===== config.mk =====
export PLATFORM = sky130hd
export DESIGN_NAME = instruction_fetch
export DESIGN_NICKNAME = d
export VERILOG_FILES = /design/src/rtl/instruction_fetch.sv
export SDC_FILE = /design/constraint.sdc
export NUM_CORES = 1
export LEC_CHECK = 0
export ABC_AREA = 1
export BUFFER_PORTS_ARGS = -buffer_cell sky130_fd_sc_hd__buf_2
export CELL_PAD_IN_SITES_DETAIL_PLACEMENT = 1
export CELL_PAD_IN_SITES_GLOBAL_PLACEMENT = 2
export CORE_MARGIN = 1.5
export CORE_UTILIZATION = 36
export CTS_BUF_LIST = sky130_fd_sc_hd__clkbuf_4 sky130_fd_sc_hd__clkbuf_8
export DETAILED_ROUTE_END_ITERATION = 8
export MAX_ROUTING_LAYER = met4
export PLACE_DENSITY = 0.87
export SETUP_SLACK_MARGIN = 0.15
export SKIP_LAST_GASP = 1
export SYNTH_ARGS = -nofsm -noshare
export SYNTH_HDL_FRONTEND = slang
export SYNTH_SLANG_ARGS = --single-unit

===== constraint.sdc =====
create_clock -name i_clk -period 9.35 [get_ports i_clk]
set_input_delay 0.935 -clock i_clk [delete_from_list [all_inputs] [get_ports i_clk]]
set_output_delay 0.935 -clock i_clk [all_outputs]
set_load 0.02 [all_outputs]

===== src/rtl/instruction_fetch.sv =====
// Instruction fetch unit: keeps the PC, issues one-word reads over a req/ack
// handshake and queues {pc, instruction} pairs toward decode. Redirects flush
// the queue; a response still in flight is drained and thrown away first.
module instruction_fetch #(
    parameter int              XLEN     = 32,
    parameter logic [XLEN-1:0] RESET_PC = '0,
    parameter int              DEPTH    = 2
) (
    input  logic            i_clk,
    input  logic            i_rst,
    output logic            o_IMem_Req,
    output logic [XLEN-1:0] o_IMem_Addr,
    input  logic            i_IMem_Ack,
    input  logic [31:0]     i_IMem_Data,
    output logic            o_Valid,
    output logic [31:0]     o_Instruction,
    output logic [XLEN-1:0] o_PC,
    input  logic            i_Ready,
    input  logic            i_Redirect,
    input  logic [XLEN-1:0] i_Redirect_PC,
    output logic            o_Misaligned
);

    localparam int CW = $clog2(DEPTH + 1);
    localparam int PW = $clog2(DEPTH);
    localparam logic [CW-1:0] DEPTH_C = CW'(DEPTH);

    typedef enum logic [1:0] {IDLE, REQ, DISCARD, FAULT} state_t;

    state_t          state_reg, state_next;
    logic [XLEN-1:0] pc_reg, pc_next;
    logic [XLEN-1:0] pend_pc_reg, pend_pc_next;
    logic            pend_fault_reg, pend_fault_next;
    logic [CW-1:0]   count_reg, count_next;
    logic [PW-1:0]   head_reg, head_next;
    logic [PW-1:0]   tail_reg, tail_next;

    logic [31:0]     instr_mem [DEPTH];
    logic [XLEN-1:0] pc_mem    [DEPTH];
    logic [DEPTH-1:0] wr_en;

    logic push;
    logic pop;
    logic target_misaligned;

    // A redirect cancels both the pop and any push in the same cycle.
    assign push = (state_reg == REQ) && i_IMem_Ack && !i_Redirect;
    assign pop  = o_Valid && i_Ready && !i_Redirect;
    assign target_misaligned = (i_Redirect_PC[1:0] != 2'b00);

    // Memory-side outputs come only from registered state, never from inputs.
    assign o_IMem_Req    = (state_reg == REQ) || (state_reg == DISCARD);
    assign o_IMem_Addr   = pc_reg;
    assign o_Valid       = (count_reg != '0);
    assign o_Instruction = instr_mem[head_reg];
    assign o_PC          = pc_mem[head_reg];
    assign o_Misaligned  = (state_reg == FAULT);

    // One write enable per queue slot, selected by the tail pointer.
    genvar gi;
    generate
        for (gi = 0; gi < DEPTH; gi++) begin : g_wr_en
            assign wr_en[gi] = push && (tail_reg == PW'(gi));
        end
    endgenerate

    // Next-state, PC and queue-pointer decode; redirect overrides everything.
    always_comb begin
        state_next      = state_reg;
        pc_next         = pc_reg;
        pend_pc_next    = pend_pc_reg;
        pend_fault_next = pend_fault_reg;
        count_next      = count_reg + CW'(push) - CW'(pop);
        head_next       = head_reg + PW'(pop);
        tail_next       = tail_reg + PW'(push);

        if (i_Redirect) begin
            count_next = '0;
            head_next  = '0;
            tail_next  = '0;
            if (((state_reg == REQ) || (state_reg == DISCARD)) && !i_IMem_Ack) begin
                // Request still open: drain it before going anywhere.
                state_next      = DISCARD;
                pend_pc_next    = i_Redirect_PC;
                pend_fault_next = target_misaligned;
            end else if (target_misaligned) begin
                state_next = FAULT;
            end else begin
                pc_next    = i_Redirect_PC;
                state_next = REQ;
            end
        end else begin
            case (state_reg)
                IDLE: begin
                    if (count_next < DEPTH_C) state_next = REQ;
                end
                REQ: begin
                    if (i_IMem_Ack) begin
                        pc_next = pc_reg + XLEN'(4);
                        if (!(count_next < DEPTH_C)) state_next = IDLE;
                    end
                end
                DISCARD: begin
                    if (i_IMem_Ack) begin
                        if (pend_fault_reg) begin
                            state_next = FAULT;
                        end else begin
                            pc_next    = pend_pc_reg;
                            state_next = REQ;
                        end
                    end
                end
                FAULT: begin
                    state_next = FAULT;
                end
                default: state_next = IDLE;
            endcase
        end
    end

    // Control state registers.
    always_ff @(posedge i_clk or posedge i_rst) begin
        if (i_rst) begin
            state_reg      <= IDLE;
            pc_reg         <= RESET_PC;
            pend_pc_reg    <= RESET_PC;
            pend_fault_reg <= 1'b0;
            count_reg      <= '0;
            head_reg       <= '0;
            tail_reg       <= '0;
        end else begin
            state_reg      <= state_next;
            pc_reg         <= pc_next;
            pend_pc_reg    <= pend_pc_next;
            pend_fault_reg <= pend_fault_next;
            count_reg      <= count_next;
            head_reg       <= head_next;
            tail_reg       <= tail_next;
        end
    end

    // Queue storage: capture the returned word with the PC it was fetched from.
    always_ff @(posedge i_clk or posedge i_rst) begin
        if (i_rst) begin
            for (int i = 0; i < DEPTH; i++) begin
                instr_mem[i] <= '0;
                pc_mem[i]    <= '0;
            end
        end else begin
            for (int i = 0; i < DEPTH; i++) begin
                if (wr_en[i]) begin
                    instr_mem[i] <= i_IMem_Data;
                    pc_mem[i]    <= pc_reg;
                end
            end
        end
    end

endmodule


==> metrics.cfg, run 1 <==
[run_status]
status = complete, no violations

[die]
fp-row-count = 60
dieArea_um2 = 28200
core_region_area_um2 = 26800
pin_count = 168
die_w_um = 168
die_h_um = 168
initial_core_util = 0.365

[sta]
fmax_mhz = 294
finalCritPeriodShare = 0.364
slew_headroom = 0.262
finalCriticalPeriod_ps = 3400
rsz0062_at_grt = false
skew_ps = 22.0
finalSetupViolations = 0
worst_slew_pin_slew_ps = 1110
timing.final.hold_violations = 0
whs_ps = 497
tns_ps = 0
slew_violations = 0

[clock_network]
cts_hold_buffers = 0
ctsHtreeMaxLevel = 4
cts_tree = yes
cts_root_buffer = clkbuf_8
cts_buffers = 17
clk_latency_ps = 490
cts_setup_buffers = 0
clk_path_buf_depth = 2
cts_sinks = 199
cts_resized = 0
path_clk_slew_ps = 130

[logic_synthesis]
async_flop_share = 1.00
synthTopCellsByCount = nand2_1, dfrtp_1, o21ai_0
synth_cell_types = 31
synth_edf_count = 0
syn_nets = 1315
seq_area_frac_synth = 0.509
synthFlopType = dfrtp_1
synth_area_leaders = dfrtp_1, nand2_1, o21ai_0
avgSynthCellArea_um2 = 7.93
netlist_area_um2 = 9790
yosysMostFrequentCell = nand2_1
synth_warnings = 0
synth_top_cell_area_share = 0.509
synth_cells = 1235
ys_ff_latch = 199
synth_area_leader_cell = dfrtp_1

[worst_setup_path]
path_max_fanout = 88
critPathCaptureType = primary output
crit_end = o_PC[9]
startpoint = head_reg
r2r_end = o_IMem_Addr[18]
arrival_ps = 2460
startpoint_type = flip-flop
crit_type = reg -> out
r2r-start = state_reg[0]
rr_worst_depth = 12
crit_required_ps = 8420
r2r_slack_ps = 6390

[layout]
drive_gt1_frac = 0.187
diodes = 0
final_nets = 1444
largestRegisters = instr_mem (64), pc_mem (64)
utilization = 0.421
area_delta_synth_final_pct = 15.3

[route]
wl_per_cell_um = 16.3
vias = 8371
drt_iter0_drc = 438
routed_wl_um = 28000
ant_nets = 0
drt_pre_antenna_iters = 5
drc_errors = 0
via_per_inst = 4.87

[pwr]
vdd.ir_drop.worst_mv = 0.166
p_leak_nw = 5.58
p_per_area_nw_per_um2 = 325

[placement]
dp_hpwl_um = 19600
portBuffers = 167
gp_congestion = 0.831

[grt]
track_usage = 0.215
antenna_found_initial = 0
grt_pass1_vias = 8684
grt_pass1_wl_um = 46900
globalRoute.totalOverflow = 0
grt_max_degree = 127

[flow_run]
maxCapViolCount = 0

[worst_hold_path]
hp-class = reg -> reg

==> cells by family (layout without fill, tap and decap cells) <==
group,Yosys count,in the layout,share of synthesized area
muxes,34,34,0.0391
AOI/OAI and AO/OA,250,250,0.135
adders and majority gates,11,11,0.0141
buffers and inverters,218,360,0.0860
xor gates and xnor gates,5,5,0.00447
DFF,199,199,0.509
and+or+nand+nor,518,518,0.213
==> through the flow <==
| step | instances | instance area [µm²] | power, W | worst slack [ps] |
|---|---|---|---|---|
| 2_1_floorplan | 1235 | 9790 | 0.00254 | 2990 |
| 3_3_place_gp | 1686 | 10900 | 0.00307 | 5500 |
| 3_5_place_dp | 1686 | 10900 | 0.00314 | 5420 |
| 4_1_cts | 1718 | 11300 | 0.00372 | 5850 |
| 5_1_grt | 1718 | 11300 | 0.00398 | 5680 |
| 6_report | 1718 | 11300 | 0.00367 | 5950 |
==> per-layer routing <==
layer	share of wire	wire length, µm	global-route usage
met1	0.52	14600	0.311
met4	0.0061	170	0.0388
met2	0.44	12300	0.322
met5	0	0	-
met3	0.034	959	0.0324
==> placed cells by master (no fill, tap or decap), types with 2 or more instances in the layout <==
master / instances
ha_1: 9
nor2_1: 108
a21boi_0: 5
xnor2_1: 2
o21ai_0: 194
inv_2: 3
a21boi_1: 2
dfrtp_1: 198
nand4_1: 3
o211ai_1: 2
nor2_2: 2
a22oi_2: 6
clkbuf_8: 17
inv_1: 150
a21oi_1: 37
mux2_2: 34
ha_4: 2
inv_6: 5
xor2_1: 3
nand3b_1: 2
o21ai_1: 2
inv_8: 3
nand2_1: 318
buf_4: 7
clkinv_8: 6
nand3_1: 81
buf_2: 167
==> where the power goes <==
group | internal, W | leakage [nW] | total, W | switching (W)
Clock | 0.000205 | 0.203 | 0.000572 | 0.000366
Combinational | 0.000503 | 2.89 | 0.00158 | 0.00108
Sequential | 0.00124 | 2.49 | 0.00152 | 0.000280
==> cell type report <==
type / instances / area (µm²)
Clock buffer: 17 / 234
Timing Repair Buffer: 174 / 888
Inverter: 154 / 586
Multi-Input combinational cell: 818 / 3990
Sequential cell: 199 / 4980
Clock inverter: 15 / 180
Fill cell: 3319 / 15500
Tap cell: 341 / 427
==> critical path, stage by stage (launching register included) <==
cell	delay, ps
dfrtp_4	700
buf_4	710
o21ai_0	310
buf_2	230
==> worst min-delay path by stage <==
stage | start | to | slack, ps | depth (start not counted)
floorplan | pend_pc_reg[10] | pend_pc_reg[10] | 450 | 2
global placement | pend_pc_reg[9] | pend_pc_reg[9] | 460 | 2
detailed placement | pend_pc_reg[8] | pend_pc_reg[8] | 470 | 2
CTS | pend_pc_reg[8] | pend_pc_reg[8] | 500 | 2
global route | pend_pc_reg[10] | pend_pc_reg[10] | 530 | 2
finish | pend_pc_reg[17] | pend_pc_reg[17] | 500 | 2
Note: power is estimated with default switching activity, not from simulation.
==> run 2: changes to the inputs <==
--- a/config.mk
+++ b/config.mk
@@ -10,11 +10,11 @@
 export CELL_PAD_IN_SITES_DETAIL_PLACEMENT = 1
 export CELL_PAD_IN_SITES_GLOBAL_PLACEMENT = 2
 export CORE_MARGIN = 1.5
-export CORE_UTILIZATION = 36
+export CORE_UTILIZATION = 34
 export CTS_BUF_LIST = sky130_fd_sc_hd__clkbuf_4 sky130_fd_sc_hd__clkbuf_8
 export DETAILED_ROUTE_END_ITERATION = 8
 export MAX_ROUTING_LAYER = met4
-export PLACE_DENSITY = 0.87
+export PLACE_DENSITY = 0.83
 export SETUP_SLACK_MARGIN = 0.15
 export SKIP_LAST_GASP = 1
 export SYNTH_ARGS = -nofsm -noshare
==> constraint.sdc (replaced) <==
create_clock -name i_clk -period 3.2 [get_ports i_clk]
set_input_delay 0.32 -clock i_clk [delete_from_list [all_inputs] [get_ports i_clk]]
set_output_delay 0.32 -clock i_clk [all_outputs]
set_load 0.02 [all_outputs]
==> run 2 against run 1 <==
Effect of this change: critical endpoint is now o_PC[20]; die area is 5.8% higher; highest routed layer unchanged; critical path type unchanged; routed wire length is 2.5% higher; total power grew to 3.0 times the previous value; first-iteration DRC count is 23% higher; utilization is 1.3 points lower; via count is 1.8% higher; sequential cell count stayed put.
==> metrics.cfg, run 2 (synthesis gave the netlist of run 1 again) <==
[sta]
finalSetupViolations = 0  ; unchanged
finalCritPeriodShare = 0.744
slew_headroom = 0.540  ; +0.278
tns_ps = 0  ; unchanged
worst_slew_pin_slew_ps = 688  ; -418 ps
skew_ps = 29.0  ; +7.00 ps
whs_ps = 37.2  ; -460 ps
finalCriticalPeriod_ps = 2380
fmax_mhz = 420
rsz0062_at_grt = false
slew_violations = 0  ; unchanged
timing.final.hold_violations = 0  ; unchanged

[pwr]
combPwrFrac = 0.429  ; -0.002
switchingPower_w = 0.00497  ; +190%
swShare = 0.458  ; -0.0118
internal_power_w = 0.00588  ; +200%
vdd.ir_drop.worst_mv = 0.264  ; +59%
total_power_w = 0.0109  ; +200%
p_leak_nw = 5.65  ; +1.3%
p_seq_frac = 0.411  ; -0.002
p_per_area_nw_per_um2 = 945  ; +190%
power.share.clock = 0.160  ; +0.004

[clock_network]
cts_buffers = 17  ; unchanged
clk_path_buf_depth = 2  ; unchanged
cts_root_buffer = clkbuf_8
clk_latency_ps = 490  ; about the same
cts_sinks = 199  ; unchanged
cts_setup_buffers = 0  ; unchanged
cts_hold_buffers = 1  ; +1
cts_tree = yes
cts_resized = 0  ; unchanged
ctsHtreeMaxLevel = 4  ; unchanged
path_clk_slew_ps = 130  ; about the same

[run_status]
status = complete, no violations

[grt]
antenna_found_initial = 0  ; unchanged
grt_pass1_wl_um = 47800  ; +2.1%
met2_usage = 0.307  ; -0.0150
globalRoute.totalOverflow = 0  ; unchanged
grt_pass1_vias = 8631  ; -0.61%
grt_max_degree = 109  ; -14%
grt_busiest_layer = met2
grt_use_met1 = 0.294  ; -0.0167
track_usage = 0.207  ; -0.00831
met3_usage = 0.0383  ; +0.00582

[placement]
dpl-instance-area_um2 = 11100  ; +1.6%
portBuffers = 167  ; unchanged
gp_congestion = 0.810  ; -2.6%
placed_cells = 1731  ; +2.7%
dp_hpwl_um = 20700  ; +5.7%

[worst_setup_path]
slowest_stage = dfrtp_4
path_max_fanout = 45  ; -49%
cp_slowest_stage_delay_ps = 680  ; -30 ps
critPathBufInv = 2  ; unchanged
crit_type = reg -> out
r2r_end = o_IMem_Addr[19]
rr_worst_depth = 9  ; -3
critPathTopFamily = flip-flops
crit_required_ps = 2880  ; -5540 ps
crit_chain = buf_12 > o21ai_0 > buf_2
r2r-start = state_reg[0]
r2r_slack_ps = 840  ; -5550 ps
critPathCaptureType = primary output
startpoint_type = flip-flop
arrival_ps = 2060  ; -400 ps

[worst_hold_path]
hp-class = in -> reg
min_path_cells = 3  ; +1
hold_path_end = pend_pc_reg[17]
min_from = i_Redirect_PC[17]

[layout]
final_nets = 1453  ; +0.62%
final_cells = 1764  ; +2.7%
diodes = 0  ; unchanged
final_cell_mix = nand2_1, dfrtp_1, o21ai_0
largestRegisters = instr_mem (64), pc_mem (64)
final_cell_area_um2 = 11500  ; +1.7%
drive_gt1_frac = 0.192  ; +0.00456
mostFrequentLayoutCell = nand2_1
area_delta_synth_final_pct = 17.3

[route]
vias = 8525  ; +1.8%
ant_nets = 0  ; unchanged
via_per_inst = 4.83  ; -0.82%
drt_pre_antenna_iters = 5  ; unchanged
drc_errors = 0  ; unchanged
wl_per_cell_um = 16.3  ; -0.22%
routed_wl_um = 28700  ; +2.5%
drt_iter0_drc = 538  ; +23%

[die]
die_h_um = 173  ; +2.8%
fp-row-count = 61  ; +1.7%
pin_count = 168  ; unchanged
core_region_area_um2 = 28100  ; +4.8%
initial_core_util = 0.349  ; -0.0167
die_w_um = 173  ; +2.8%
dieArea_um2 = 29800  ; +5.8%

[flow_run]
maxCapViolCount = 0  ; unchanged

==> run 2: changes by cell type in the layout (fill, tap and decap cells not counted), sizes merged <==
cell	previous run	this run
buf	174	182
bufinv	0	2
clkbuf	17	19
clkinv	7	6
dlygate4sd3	0	1
inv	161	158
==> run 2: stage by stage <==
step,util,setup slack (ps)
floorplan,-,306
global placement,0.394,968
detailed placement,0.394,890
CTS,0.409,739
global route,0.409,522
finish,0.409,818
==> run 2: final cells by class <==
type	instances	area (µm²)
Clock buffer	19	255
Clock inverter	13	161
Fill cell	3536	16600
Inverter	154	582
Multi-Input combinational cell	818	3990
Sequential cell	199	4980
Tap cell	378	473
Timing Repair Buffer	183	1030
==> run 2: how the worst max path moves through the flow <==
stage | startpoint | endpoint | slack, ps | cells past startpoint
4_1_cts | head_reg | o_PC[4] | 740 | 4
2_1_floorplan | i_rst | count_reg[0] | 310 | 1
3_5_place_dp | state_reg[0] | o_IMem_Addr[19] | 890 | 9
3_3_place_gp | state_reg[1] | pc_mem[20] | 970 | 8
5_1_grt | state_reg[0] | o_IMem_Addr[6] | 520 | 10
6_report | head_reg | o_PC[20] | 820 | 3
==> run 2: routing by layer <==
metal | part of all wire | vias up
met4 | 0.0083 | 0
li1 | - | 4200
met5 | 0 | -
met1 | 0.51 | 4163
met2 | 0.45 | 148
met3 | 0.040 | 14
==> run 2: power by group through the flow <==
stage | registers [W] | logic (W) | clock network (W)
2_1_floorplan | 0.00442 | 0.00300 | 0
3_3_place_gp | 0.00448 | 0.00458 | 0
3_5_place_dp | 0.00452 | 0.00469 | 0
4_1_cts | 0.00447 | 0.00472 | 0.00181
5_1_grt | 0.00462 | 0.00523 | 0.00190
6_report | 0.00446 | 0.00465 | 0.00174
==> run 2: tightest hold or removal path, cell delays in order <==
cell,delay (ps)
buf_2,100
nand2_1,50
nand2_1,40
==> run 3: changes to the inputs <==
--- a/config.mk
+++ b/config.mk
@@ -5,12 +5,12 @@
 export SDC_FILE = /design/constraint.sdc
 export NUM_CORES = 1
 export LEC_CHECK = 0
-export ABC_AREA = 1
+export ABC_AREA = 0
 export BUFFER_PORTS_ARGS = -buffer_cell sky130_fd_sc_hd__buf_2
 export CELL_PAD_IN_SITES_DETAIL_PLACEMENT = 1
 export CELL_PAD_IN_SITES_GLOBAL_PLACEMENT = 2
 export CORE_MARGIN = 1.5
-export CORE_UTILIZATION = 34
+export CORE_UTILIZATION = 39
 export CTS_BUF_LIST = sky130_fd_sc_hd__clkbuf_4 sky130_fd_sc_hd__clkbuf_8
 export DETAILED_ROUTE_END_ITERATION = 8
 export MAX_ROUTING_LAYER = met4
==> constraint.sdc (replaced) <==
create_clock -name i_clk -period 2.2 [get_ports i_clk]
set_input_delay 0.22 -clock i_clk [delete_from_list [all_inputs] [get_ports i_clk]]
set_output_delay 0.22 -clock i_clk [all_outputs]
set_load 0.02 [all_outputs]
==> run 3 against run 2 <==
Effect of this change: the flow now finishes with violations (negative setup slack); total power grew 46%; combinational power grew 58%; setup slack worse by 1100 ps; non-clock buffer count rose by 137; die area shrank 15%; sequential share of layout area is 4.1 points lower; area after synthesis shrank 2.5%.
==> metrics.cfg, run 3 <==
[grt]
grt_max_degree = 49  ; -55%
grt_pass1_vias = 7828  ; -9.3%
globalRoute.totalOverflow = 0  ; unchanged
antenna_found_initial = 0  ; unchanged
track_usage = 0.224  ; +0.0171
grt_pass1_wl_um = 43600  ; -8.9%

[worst_hold_path]
hp-class = in -> reg

[pwr]
p_per_area_nw_per_um2 = 1250  ; +32%
power.share.clock = 0.154  ; -0.006
combPwrFrac = 0.464  ; +0.035
p_leak_nw = 5.92  ; +4.7%
swShare = 0.401  ; -0.0574
p_seq_frac = 0.382  ; -0.029
internal_power_w = 0.00951  ; +62%
vdd.ir_drop.worst_mv = 0.550  ; +110%
switchingPower_w = 0.00636  ; +28%

[placement]
pre_cts_slack_ps = -161  ; -1050 ps
dp_hpwl_um = 17800  ; -14%
portBuffers = 167  ; unchanged
dpl-instance-area_um2 = 11200  ; +1.5%
gp_congestion = 0.805  ; -0.57%

[layout]
final_cell_mix = mux2_2, dfrtp_1, buf_2
utilization = 0.525  ; +0.116
n_fill_cell = 2582  ; -27%
final_nets = 1152  ; -21%
area_delta_synth_final_pct = 32.8
drive_gt1_frac = 0.507  ; +0.315
final_cell_area_um2 = 12700  ; +10%
mostFrequentLayoutCell = mux2_2
diodes = 0  ; unchanged
largestRegisters = instr_mem (64), pc_mem (64)

[logic_synthesis]
synth_cells = 791  ; -36%
ys_ff_latch = 199  ; unchanged
synthXorXnorAreaFrac = 0.00328  ; -0.00120
synthTopCellsByCount = mux2_2, dfrtp_1, o21ai_0
synth_area_leader_cell = dfrtp_1
synth_area_leaders = dfrtp_1, mux2_2, o21ai_0
synth_cell_types = 51  ; +65%
synth_top_family_by_area = multiplexers
seq_area_frac_synth = 0.522  ; +0.0129
synth_top_cell_area_share = 0.522  ; +0.0129
synth_warnings = 0  ; unchanged
avgSynthCellArea_um2 = 12.1  ; +52%
syn_nets = 871  ; -34%
synth-simple-area-share = 0.0752  ; -0.137
synthMuxAreaShare = 0.267  ; +0.228
yosys.area_share.adder = 0.0144  ; +0.000357
synth_edf_count = 0  ; unchanged
netlist_area_um2 = 9550  ; -2.5%
synth_compound_area_frac = 0.0861  ; -0.0491
yosysMostFrequentCell = mux2_2
async_flop_share = 1.00  ; unchanged
synthFlopType = dfrtp_1

[route]
drt_pre_antenna_iters = 5  ; unchanged
via_per_inst = 5.31  ; +9.8%
wl_per_cell_um = 19.9  ; +23%
routed_wl_um = 28100  ; -2.0%
drt_iter0_drc = 361  ; -33%
vias = 7480  ; -12%
drc_errors = 0  ; unchanged
ant_nets = 0  ; unchanged

[clock_network]
clk_latency_ps = 470  ; -20 ps
cts_sinks = 199  ; unchanged
clk_path_buf_depth = 2  ; unchanged
ctsHtreeMaxLevel = 4  ; unchanged
cts_tree = yes
cts_root_buffer = clkbuf_8
path_clk_slew_ps = 110  ; -20 ps
cts_buffers = 17  ; unchanged

[worst_setup_path]
r2r-start = count_reg[0]
crit_type = reg -> reg
crit_end = state_reg[1]
r2r_end = state_reg[1]
startpoint = count_reg[0]
path_max_fanout = 3  ; -93%
arrival_ps = 2830  ; +770 ps
rr_worst_depth = 11  ; +2
crit_required_ps = 2580  ; -300 ps
startpoint_type = flip-flop
r2r_slack_ps = -250  ; -1090 ps
critPathCaptureType = flip-flop

[sta]
tns_ps = -445  ; -445 ps
worst_slew_pin_slew_ps = 860  ; +172 ps
layout_setup_ws_ps = -252  ; -1070 ps
fmax_mhz = 408
finalCriticalPeriod_ps = 2450
slew_headroom = 0.426  ; -0.115
finalCritPeriodShare = 1.11
finalSetupViolations = 2  ; +2
rsz0062_at_grt = true
skew_ps = 19.7  ; -9.33 ps
slew_violations = 0  ; unchanged
timing.final.hold_violations = 0  ; unchanged

[die]
initial_core_util = 0.395  ; +0.0463
core_region_area_um2 = 24200  ; -14%
die_h_um = 159  ; -7.7%
fp-row-count = 57  ; -6.6%
die_w_um = 159  ; -7.7%
dieArea_um2 = 25400  ; -15%
pin_count = 168  ; unchanged

[run_status]
violations = negative setup slack
status = finished with violations

[flow_run]
maxCapViolCount = 0  ; unchanged

==> run 3: cell types whose count changed after synthesis, moves of 8 or more <==
cell     previous run  this run
nor2_1            108        31
a31oi_1             0        13
nand3_1            81         8
a41oi_1             0         8
inv_1             151        15
mux2_2             34       224
a21oi_1            37        24
o21ai_0           194        66
nand2_1           318        47
==> run 3: critical path: stages, from the launching register on <==
cell and delay [ps]:
dfrtp_1 400, or2_4 250, nand2_2 70, nor2_2 40, ha_1 290, inv_1 70
ha_2 160, xnor3_1 240, mux2i_1 160, o21ai_1 110, or3_1 360, a32oi_1 230
==> run 3: cell families (layout without fill, tap and decap cells) <==
family | after synthesis | in the layout
xor+xnor | 2 | 2
buf+inv | 73 | 367
mux | 227 | 227
fa+ha+maj | 11 | 11
compound gates | 136 | 136
flops | 199 | 199
simple gates | 143 | 143
==> run 3: power groups by stage <==
stage	logic (W)	registers [W]	clock network (W)
finish	0.00736	0.00606	0.00245
global route	0.00791	0.00626	0.00264
CTS	0.00710	0.00603	0.00253
detailed placement	0.00679	0.00611	0
global placement	0.00663	0.00600	0
floorplan	0.00413	0.00622	0
==> run 3: timing repair <==
item                                   in CTS  in global routing
hold buffers                               62                  0
buffers inserted                            6                 13
gates cloned                                2                  4
endpoints found under the hold margin     117                  0
setup endpoints to repair                  50                 93
resized for setup                           8                 30
pin swaps                                   1                  7
==> run 3: how the worst min path moves through the flow <==
stage / endpoint / cells after the start / from
finish: pend_pc_reg[18] / 3 / i_Redirect_PC[18]
global route: pend_pc_reg[18] / 3 / i_Redirect_PC[18]
CTS: pend_pc_reg[9] / 2 / i_Redirect_PC[9]
detailed placement: instr_mem[35] / 2 / i_rst
global placement: instr_mem[35] / 2 / i_rst
floorplan: pend_pc_reg[21] / 1 / i_Redirect_PC[21]
==> run 3: routing by layer <==
| layer | vias up | routed length (µm) | track usage | part of all wire |
|---|---|---|---|---|
| met3 | 19 | 1100 | 0.0391 | 0.039 |
| li1 | 3431 | - | - | - |
| met2 | 194 | 13800 | 0.356 | 0.49 |
| met4 | 0 | 174 | 0.0459 | 0.0062 |
| met5 | - | 0 | - | 0 |
| met1 | 3836 | 13000 | 0.301 | 0.46 |
==> run 3: through the flow <==
step	std cells	total power (W)	hold slack [ps]
final	1409	0.0159	48.4
after global routing	1409	0.0168	23.2
after CTS	1392	0.0157	0.691
after detailed placement	1290	0.0129	432
after global placement	1290	0.0126	427
after floorplan	791	0.0103	370
==> run 3: layout make-up <==
type,instances,area [µm²],area share
Sequential cell,199,4980,0.393
Timing Repair Buffer,320,2420,0.191
Multi-Input combinational cell,519,4390,0.346
Inverter,15,62.6,0.00493
Clock buffer,17,234,0.0184
Clock inverter,15,181,0.0143
Tap cell,324,405,0.0320
